### config.mk
export PLATFORM = sky130hd
export DESIGN_NAME = vend_sequencer
export DESIGN_NICKNAME = d
export VERILOG_FILES = /design/src/rtl/vend_sequencer.sv
export SDC_FILE = /design/constraint.sdc
export NUM_CORES = 1
export LEC_CHECK = 0
export ABC_AREA = 1
export CORE_MARGIN = 2
export CORE_UTILIZATION = 60
export DETAILED_ROUTE_END_ITERATION = 8
export MAX_ROUTING_LAYER = met4
export PLACE_DENSITY = 0.84
export REMOVE_ABC_BUFFERS = 1
export SKIP_LAST_GASP = 1
export SLEW_MARGIN = 20
export SYNTH_ARGS = -nofsm -noshare
export SYNTH_HDL_FRONTEND = slang
export SYNTH_SLANG_ARGS = --single-unit
### constraint.sdc
create_clock -name CLK -period 8.1 [get_ports CLK]
set_input_delay 0.81 -clock CLK [delete_from_list [all_inputs] [get_ports CLK]]
set_output_delay 0.81 -clock CLK [all_outputs]
set_load 0.05 [all_outputs]
### src/rtl/vend_sequencer.sv
// vend_sequencer: coin-credit vending controller with timed dispense and change return
module vend_sequencer #(
  parameter int PRICE0      = 15,
  parameter int PRICE1      = 20,
  parameter int PRICE2      = 25,
  parameter int PRICE3      = 35,
  parameter int MAX_CREDIT  = 95,
  parameter int DISP_CYCLES = 4
) (
  input  logic       CLK,
  input  logic       RST_N,
  input  logic       COIN5,
  input  logic       COIN10,
  input  logic       COIN25,
  input  logic [1:0] SEL,
  input  logic       BUY,
  input  logic       CANCEL,
  input  logic [3:0] STOCK,
  output logic [3:0] EN,
  output logic       CHG5,
  output logic       REJECT,
  output logic       ERR,
  output logic [7:0] CREDIT,
  output logic       BUSY
);
  typedef enum logic [1:0] {IDLE, COLLECT, DISPENSE, CHANGE} state_t;
  state_t     state, next_state;
  logic [7:0] credit, next_credit, cnt, next_cnt;
  logic [1:0] sel_q, next_sel;
  logic       rej_q, err_q, next_rej, next_err;
  logic [8:0] coin_sum, price, total;
  logic       active, cancel_go, over, coin_any, buy_ok;

  // per-cycle coin total, selected price and purchase/cancel decisions
  always_comb begin
    coin_sum  = (COIN5 ? 9'd5 : 9'd0) + (COIN10 ? 9'd10 : 9'd0) + (COIN25 ? 9'd25 : 9'd0);
    price     = SEL == 2'd0 ? 9'(PRICE0) : SEL == 2'd1 ? 9'(PRICE1) : SEL == 2'd2 ? 9'(PRICE2) : 9'(PRICE3);
    total     = {1'b0, credit} + coin_sum;
    active    = state == IDLE || state == COLLECT;
    cancel_go = state == COLLECT && CANCEL;
    over      = total > 9'(MAX_CREDIT);
    coin_any  = COIN5 | COIN10 | COIN25;
    buy_ok    = active && !cancel_go && BUY && {1'b0, credit} >= price && STOCK[SEL];
  end

  // next state and datapath; the overflow test uses pre-purchase credit
  always_comb begin
    next_state  = state;
    next_credit = credit;
    next_cnt    = cnt;
    next_sel    = sel_q;
    next_rej    = coin_any && (!active || cancel_go || over);
    next_err    = active && !cancel_go && BUY && !buy_ok;
    case (state)
      IDLE, COLLECT: begin
        if (cancel_go) next_state = CHANGE;
        else begin
          next_credit = 8'(total - (over ? coin_sum : 9'd0) - (buy_ok ? price : 9'd0));
          next_state  = buy_ok ? DISPENSE : (next_credit != 8'd0 ? COLLECT : IDLE);
          next_cnt    = buy_ok ? 8'd0 : cnt;
          next_sel    = buy_ok ? SEL : sel_q;
        end
      end
      DISPENSE: begin
        next_cnt = cnt + 8'd1;
        if (cnt == 8'(DISP_CYCLES - 1)) next_state = credit != 8'd0 ? CHANGE : IDLE;
      end
      default: begin
        next_credit = credit <= 8'd5 ? 8'd0 : credit - 8'd5;
        next_state  = credit <= 8'd5 ? IDLE : CHANGE;
      end
    endcase
  end

  // state register with synchronous active-low reset discarding any credit
  always_ff @(posedge CLK) begin
    if (!RST_N) begin
      state  <= IDLE;
      credit <= 8'd0;
      cnt    <= 8'd0;
      sel_q  <= 2'd0;
      rej_q  <= 1'b0;
      err_q  <= 1'b0;
    end else begin
      state  <= next_state;
      credit <= next_credit;
      cnt    <= next_cnt;
      sel_q  <= next_sel;
      rej_q  <= next_rej;
      err_q  <= next_err;
    end
  end

  // outputs decoded from state; REJECT/ERR report the previous edge's decision
  always_comb begin
    EN     = state == DISPENSE ? 4'b0001 << sel_q : 4'b0000;
    CHG5   = state == CHANGE;
    BUSY   = state == DISPENSE || state == CHANGE;
    REJECT = rej_q;
    ERR    = err_q;
    CREDIT = credit;
  end
endmodule

Yosys cells after proc, flatten, opt, wreduce, memory -nomap -nowiden
Index checks and enable logic that the tools add are counted.
Word-level totals
  flip-flop bits (word level): 22
  input bits: 13
  logic and storage cells: 78
Operators by class
  add/sub/neg operators: 7
  order comparisons: 4
  eq/ne operators: 9
  shifts and indexed selects: 1
  mux-type cells: 24
  bitwise operators: 4
  reduce and logical (&&, ||, !) cells: 23
Operators with widths (count)
  two-way mux 8 bit: 4
  one-hot mux 8 bit (2 select lines): 2
  two-way mux 6 bit: 5
  nonzero test 8 bit: 2
  subtractor 8 x 6 -> 8 bit: 2
  two-way mux 2 bit: 5
  adder 8 x 6 -> 9 bit: 1
  greater-than comparator 9 x 7 -> 1 bit, second input constant: 1
  adder 8 x 1 -> 8 bit, second input constant: 1
  equality test 8 x 2 -> 1 bit, second input constant: 1
  >= comparator 8 x 6 -> 1 bit: 1
  less-or-equal comparator 8 x 3 -> 1 bit, second input constant: 1
  two-way mux 4 bit: 2
  subtractor 8 x 3 -> 8 bit, second input constant: 1
  logical AND 1 bit: 7
  adder 5 x 5 -> 6 bit: 1
  equality test 2 bit, second input constant: 3
  != test 2 bit, second input constant: 3
  AND reduction 3 bit: 2
  adder 3 x 4 -> 5 bit: 1
  two-way mux 5 bit: 1
  equality test 2 x 1 -> 1 bit, second input constant: 2
  zero test 2 bit: 2
  logical OR 1 bit: 4
  other kinds (12): 17

Longest topological paths before layout
  word-level depth: 14
  gate-level depth with buffers: 33
  gate-level depth less buffers: 32

Worst setup path after synthesis
Ideal clock, no wire load.
  kind: input-to-reg
  from: input COIN5
  to: register state[0]
  arrival: 4.290 ns
  required time: 7.981 ns
  slack: 3.691 ns
  stages: 31
  path buffers: 1
  cell sequence: ha_1 > ha_1 > nand3_1 > nand2_1 > xnor2_1 > inv_1 > ha_1 > nand2_1 > inv_1 > nand4_1 > nand3_1 > xor2_1 > inv_1 > nand2_1 > nand2_2 > inv_2 > nor2_2 > fa_1 > inv_1 > ha_1 > buf_2 > nand3_1 > nand3_1 > nand2_1 > nand3_1 > nor2_1 > nand2_1 > nor2_1 > nand2_1 > nand2_1 > a21oi_1
Between the ends
  cells in the longest elaborated chain, start to end: 13
RTL lines
  start: declaration: line 12  | input logic COIN5,
  two-way mux 3 bit *: line 36  | coin_sum = (COIN5 ? 9'd5 : 9'd0) + (COIN10 ? 9'd10 : 9'd0) + (COIN25 ? 9'd25 : 9'd0);
  adder 3 x 4 -> 5 bit *: line 36
  adder 5 x 5 -> 6 bit *: line 36
  adder 8 x 6 -> 9 bit: line 38  | total = {1'b0, credit} + coin_sum;
  greater-than comparator 9 x 7 -> 1 bit: line 41  | over = total > 9'(MAX_CREDIT);
  two-way mux 6 bit: line 58  | next_credit = 8'(total - (over ? coin_sum : 9'd0) - (buy_ok ? price : 9'd0));
  subtractor 8 x 6 -> 8 bit * (2 in a row): line 58
  nonzero test 8 bit *: line 59  | next_state = buy_ok ? DISPENSE : (next_credit != 8'd0 ? COLLECT : IDLE);
  two-way mux 1 bit *: line 59
  two-way mux 2 bit *: line 59
  two-way mux 2 bit *: line 56  | if (cancel_go) next_state = CHANGE;
  one-hot mux 2 bit (2 select lines) *: line 54  | case (state)
  end signal: assignment: line 85  | state <= next_state;
  end: declaration: line 27  | state_t state, next_state;
Mark *: on every way between the ends. The rest lies on a longest branch, timed or not.
A chain may end at the register's enable or synchronous reset.

Final worst setup path
  from: input COIN25
  to: register state[0]
Between the ends
  cells in the longest elaborated chain, start to end: 12
RTL lines
  start: declaration: line 14  | input logic COIN25,
  two-way mux 5 bit *: line 36
  adder 5 x 5 -> 6 bit *: line 36
  adder 8 x 6 -> 9 bit: line 38
  greater-than comparator 9 x 7 -> 1 bit: line 41
  two-way mux 6 bit: line 58
  subtractor 8 x 6 -> 8 bit * (2 in a row): line 58
  nonzero test 8 bit *: line 59
  two-way mux 1 bit *: line 59
  two-way mux 2 bit *: line 59
  two-way mux 2 bit *: line 56
  one-hot mux 2 bit (2 select lines) *: line 54
Marks and branches as above.

==> impl_metrics.toml <==
[setup_path]
critical-path-slowest-cell = "clkdlybuf4s50_1"
cp_max_fo = 6
cp_num_buf_inv = 6
regToRegSetupSlack_ns = 4.24
cp.arrival_ns = 5.33
reg2reg_to = "state[0]"
start_kind = "primary input"
critical_path.top_delay_family = "adder cells"
max_stage_delay_ns = 0.51
worstPathRequired_ns = 8.27
path_class = "in -> reg"
cp-end-kind = "flop"
path_common_cell = "nand2_1"
timing.rr.start = "CREDIT[2]"
r2r_cells = 23

[global_route]
grt_pass1_vias = 2501
grt_max_degree = 16
antenna_found_initial = 0
grt_overflow = 0
grt_util_all_layers = 0.290
grt_pass1_wl_um = 11200

[routing]
viasPerCell = 5.77
routedWlPerCell_um = 14.1
drt-total-wl_um = 6600
route.detailed.drc = 0
vias = 2699
first_pass_iters = 7
drtIter0Drc = 250
ant_nets = 0

[yosys]
seq_area_frac_synth = 0.173
synth_simple_gate_area_frac = 0.316
ys_types = 40
ys_async_sr_fraction = 0
synth_top_family_by_area = "simple AND/OR/NAND/NOR gates"
synth-xor-area-share = 0.0408
ys_warn_count = 0
synth_cells = 392
avgSynthCellArea_um2 = 6.50
synth_edf_count = 0
synth_seq_cells = 22
synth_mux_area_frac = 0
synthAdderAreaFrac = 0.207
synth_ff_type = "dfxtp_1"
syn_area_um2 = 2550
synth_compound_area_frac = 0.144

[finish]
layout_common_cells = "nand2_1, inv_1, nor2_1, a21oi_1"
synthToLayoutAreaGrowth_pct = 14.8
final_area_um2 = 2930
diodes = 0
n_fill_cell = 331
nNetsFinal = 470
layout.cells.most_common = "nand2_1"
layout-drive-gt1-share = 0.0789

[timing]
worst_pin_slew_ns = 0.511
final_max_slew_viol_count = 0
setup_viol = 0
fmax_ghz = 0.194
relSlewSlack = 0.658
min_period_over_period = 0.637
rsz0062_at_grt = "false"
fin_skew_ns = 0.00345
finalWorstSetupSlack_ns = 2.94
finalHoldViolations = 0
fin_crit_ns = 5.16
tns_ns = 0

[cts]
ctsResizeCount = 0
cts_setup_buffers = 0
numCtsBuffers = 3
postCtsHoldBufs = 0
cts_root_buf = "clkbuf_8"
cts_num_sinks = 22
clkLatencyLatePin_ns = 0.27
ctsLongestPathBuffers = 2
clk_pin_slew_ns = 0.10
cts_max_level = 1
cts_tree = "done"

[worst_hold_path]
min_to = "cnt[7]"
hp-start = "cnt[7]"
holdPathStages = 2
hp-class = "reg -> reg"

[floorplan]
coreArea_um2 = 4060
die_w_um = 69.2
die_area_um2 = 4780
row_count = 23
dieHeight_um = 69.2
initial_utilization = 0.628
io_pins = 29

[placed_design]
place_ws_ns = 2.72
port_buffers = 28
place_congestion = 0.955
placed_cell_area_um2 = 2850
dp_hpwl_um = 5270

[job]
maxCapViolations = 0

[status]
status = "finished clean"
layer usage:
layer / global-route usage / vias to the layer above / part of all wire
met3: 0.0424 / 22 / 0.086
met5: - / - / 0
met1: 0.358 / 1229 / 0.42
li1: - / 1316 / -
met2: 0.473 / 132 / 0.47
met4: 0.122 / 0 / 0.033
cell families after synthesis:
kind of cell,Yosys count
simple gates,180
buf+inv,77
compound gates,64
fa+ha+maj,38
flops,22
xor+xnor,11
stage by stage:
| stage | util | hold WS, ns | std cells |
|---|---|---|---|
| 6_report | 0.721 | 0.497 | 468 |
| 5_1_grt | 0.721 | 0.525 | 468 |
| 4_1_cts | 0.721 | 0.496 | 468 |
| 3_5_place_dp | 0.703 | 0.483 | 464 |
| 3_3_place_gp | 0.703 | 0.468 | 464 |
| 2_1_floorplan | - | 0.459 | 386 |
cell usage after synthesis (2+ instances only):
| master | number | share of area |
|---|---|---|
| nor2_1 | 33 | 0.049 |
| nand2_1 | 84 | 0.12 |
| a31oi_1 | 5 | 0.012 |
| xnor2_1 | 4 | 0.014 |
| ha_1 | 31 | 0.15 |
| a21oi_1 | 32 | 0.063 |
| inv_1 | 61 | 0.090 |
| dfxtp_1 | 22 | 0.17 |
| nor2_2 | 5 | 0.012 |
| buf_2 | 2 | 0.0039 |
| o21ai_0 | 15 | 0.029 |
| o211ai_1 | 3 | 0.0088 |
| nand2_2 | 5 | 0.012 |
| or2_2 | 2 | 0.0049 |
| fa_1 | 7 | 0.055 |
| nand4_1 | 7 | 0.017 |
| o21ai_1 | 2 | 0.0039 |
| inv_2 | 9 | 0.013 |
| nor3_1 | 6 | 0.012 |
| xor2_1 | 6 | 0.021 |
| nand3_1 | 31 | 0.061 |
| clkbuf_1 | 2 | 0.0029 |
worst max-delay path by stage:
stage            from        to  slack [ns]  cells after the start
6_report       COIN25  state[0]        2.94                     31
3_5_place_dp   COIN25  state[0]        2.72                     31
3_3_place_gp   COIN25  state[0]        2.91                     31
5_1_grt        COIN25  state[0]        2.53                     31
4_1_cts        COIN25  state[0]        2.95                     31
2_1_floorplan   COIN5  state[0]        3.71                     30
worst reg2reg max path, stage by stage (launching register included):
cell and delay, ns:
dfxtp_1 0.56, ha_1 0.38, a21oi_1 0.20, nand2_2 0.11, inv_2 0.08, o21bai_4 0.06, xor2_2 0.16, nand2_1 0.10
nand2_2 0.07, inv_2 0.11, nor2_2 0.05, fa_1 0.51, inv_1 0.04, ha_1 0.36, a21oi_1 0.27, nand2_1 0.11
nand2_1 0.08, nand2_1 0.07, nor2_1 0.10, nand2_1 0.07, nor2_1 0.08, nand2_1 0.06, nand2_1 0.06, a21oi_1 0.06
flip-flops by register name, summed over array words and instances (netlist names):
name,count
sel_q,2
state,2
REJECT,1
ERR,1
CREDIT,8
cnt,8
cell type report:
class                      instances  area (µm²)  share of cell area
multi-input combinational        293        1800               0.617
inverter                          71         267              0.0911
tap                               50        62.6              0.0214
timing repair buffer              28         280              0.0958
sequential                        22         440               0.151
clock inverter                     1        30.0              0.0103
clock buffer                       3        41.3              0.0141
Power is left out: the tool's default activity adds up to more than one toggle a clock period on the data nets, which glitch-free logic cannot reach.
==> RTL change (config.mk and constraints unchanged) <==
Encoding of `state_t`: now one-hot (4 bits for 4 states).
--- a/src/rtl/vend_sequencer.sv
+++ b/src/rtl/vend_sequencer.sv
@@ -23,7 +23,7 @@
   output logic [7:0] CREDIT,
   output logic       BUSY
 );
-  typedef enum logic [1:0] {IDLE, COLLECT, DISPENSE, CHANGE} state_t;
+  typedef enum logic [3:0] {IDLE = 4'b0001, COLLECT = 4'b0010, DISPENSE = 4'b0100, CHANGE = 4'b1000} state_t;
   state_t     state, next_state;
   logic [7:0] credit, next_credit, cnt, next_cnt;
   logic [1:0] sel_q, next_sel;
Check against the original RTL: no difference found for any inputs over 4 cycles, from zero or initial values and one cycle with RST_N low; so few cycles prove little.
==> RTL change against the original RTL <==
- setup slack worse by 0.048 ns
- synthesized area up 6.1%
- cell area up 5.4%
- critical endpoint is now state[0]
- critical path depth down 3
- via count up 0.11%
- core utilization down 1.3 points
- routed wire length down 3.7%
- cell count up 7.1%
- sequential share of layout area up 0.53 points
- highest routed layer unchanged
- critical path type unchanged
- sequential cell count up 2
==> RTL change: results (changes against the original RTL) <==
set qor(post_cts_setup_buffer_count) 0 ;# unchanged
set qor(worstPathMaxFanout) 6 ;# unchanged
set qor(antenna_found_initial) 0 ;# unchanged
set qor(grt_max_degree) 17 ;# was 16
set qor(avgRoutedWirePerCell_um) 12.7 ;# was 14.1 um
set qor(synthTopCellsByCount) {nand2_1, inv_1, nor2_1} ;# unchanged
set qor(worstMarginPinSlew_ns) 0.569 ;# was 0.511 ns
set qor(fin_worst_skew_ns) 0.00884 ;# was 0.00345 ns
set qor(global_route.usage.total) 0.277 ;# was 0.290
set qor(grt_first_pass_wirelength_um) 11000 ;# was 11200 um
set qor(cts_bufs_inserted) 3 ;# unchanged
set qor(port_buffers) 28 ;# unchanged
set qor(clockBufferDepth) 2 ;# unchanged
set qor(yosysWarningCount) 0 ;# unchanged
set qor(gp_congestion) 0.970 ;# was 0.955
set qor(post_synth_main_area_contributors) {dfxtp_1, ha_1, nand2_1} ;# unchanged
set qor(layout.filler_cells) 368 ;# was 331
set qor(groute.layer.met2.usage) 0.440 ;# was 0.473
set qor(drive_gt1_frac) 0.0869 ;# was 0.0789
set qor(clock_latency_ns) 0.27 ;# about the same
set qor(cts_root_buffer) {clkbuf_8} ;# unchanged
set qor(vdd_drop_max_mv) 0.279
set qor(synth_seq_area_share) 0.178 ;# was 0.173
set qor(globalRouteMet1Util) 0.386 ;# was 0.358
set qor(leakagePower_nw) 1.58
set qor(run_status) {finished clean} ;# unchanged
set qor(dp.final_hpwl_um) 5180 ;# was 5270 um
set qor(htreeDepth) 1 ;# unchanged
set qor(detailed_router_s_first_iteration_violation_count) 171 ;# was 250
set qor(drt_pass1_iterations) 7 ;# unchanged
set qor(synth_top_flop_cell) {dfxtp_1} ;# unchanged
set qor(via_count) 2702 ;# was 2699
set qor(syn_avg_cell_area_um2) 6.44 ;# was 6.50 um2
set qor(async_flop_share) 0 ;# unchanged
set qor(clkTransAtPathRegs_ns) 0.09
set qor(grt_util_met3) 0.0342 ;# was 0.0424
set qor(grt_pass1_vias) 2490 ;# was 2501
set qor(worst_hold_path_type) {reg2reg} ;# unchanged
set qor(cts_resized) 0 ;# unchanged
set qor(synth_cell_types) 37 ;# was 40
set qor(n_antenna_cell) 0 ;# unchanged
set qor(fin_cells) 501 ;# was 468
set qor(worst-endpoint-arrival_ns) 5.42 ;# was 5.33 ns
[RTL change: cell count changes in the layout (fill, tap and decap cells not counted), sizes merged, moves of 3 or more]
cell   unedited run  this run
or2               3         6
inv              70        84
nor2             39        46
xor2              7         4
a31oi             5         2
nand2            90       104
o21ai            17        10
nand3            32        35
[RTL change: cell families (layout without fill, tap and decap cells)]
family / count (synthesis) / in the layout / share of synthesized area
and+or+nand+nor: 211 / 211 / 0.367
buffers and inverters: 86 / 115 / 0.120
AOI/OAI and AO/OA: 53 / 53 / 0.112
adders and majority gates: 39 / 39 / 0.200
DFF: 24 / 24 / 0.178
xor gates and xnor gates: 7 / 7 / 0.0227
[RTL change: critical path, cell delays in order]
cell             delay [ns]
clkdlybuf4s50_1        0.55
inv_1                  0.07
ha_1                   0.30
xnor2_1                0.24
inv_1                  0.10
ha_1                   0.32
a21oi_1                0.20
nor2_1                 0.06
nor2_1                 0.11
nand2_1                0.11
xor2_1                 0.19
nor2_1                 0.10
nor2_4                 0.18
nor2_1                 0.09
fa_1                   0.52
inv_1                  0.05
ha_1                   0.35
a21oi_1                0.21
nand2_1                0.09
nand3_1                0.10
nand2_1                0.06
nand2_1                0.06
nand2_1                0.06
nor2_1                 0.21
nand3_1                0.11
nand2_1                0.08
nand2_1                0.05
nand2_1                0.05
[RTL change: metrics by stage]
step | worst slack [ns] | area, um2 | util | hold WS, ns | total power [mW]
2_1_floorplan | 3.84 | 2700 | - | 0.443 | 0.916
3_3_place_gp | 2.86 | 3040 | 0.699 | 0.454 | 1.12
3_5_place_dp | 2.75 | 3040 | 0.699 | 0.461 | 1.13
4_1_cts | 2.98 | 3080 | 0.708 | 0.480 | 1.21
5_1_grt | 2.53 | 3080 | 0.708 | 0.510 | 1.35
6_report | 2.89 | 3080 | 0.708 | 0.480 | 1.22
[RTL change: worst paths after layout]
check	endpoint	start	slack, ns	cells after the start
max	state[0]	COIN10	2.89	28
min	cnt[5]	cnt[5]	0.48	2
max reg2reg	state[0]	CREDIT[1]	4.00	23
min reg2reg	cnt[5]	cnt[5]	0.48	2
[RTL change: area by class of cell]
cell class	instances	area [um2]	area share
multi-input cells	310	1900	0.616
flip-flops and latches	24	480	0.156
inverters	84	318	0.103
repair buffers	28	280	0.0909
well taps	52	65.1	0.0211
clock buffers	3	41.3	0.0134
[RTL change: power breakdown]
part,switching [mW],internal (mW)
clock,0.0381,0.0333
combinational,0.616,0.339
sequential,0.0413,0.147
[RTL change: per-layer routing]
| metal | wire (um) | vias up |
|---|---|---|
| met5 | 0 | - |
| met4 | 59 | 0 |
| met3 | 503 | 6 |
| met2 | 2880 | 95 |
| met1 | 2910 | 1206 |
| li1 | - | 1395 |
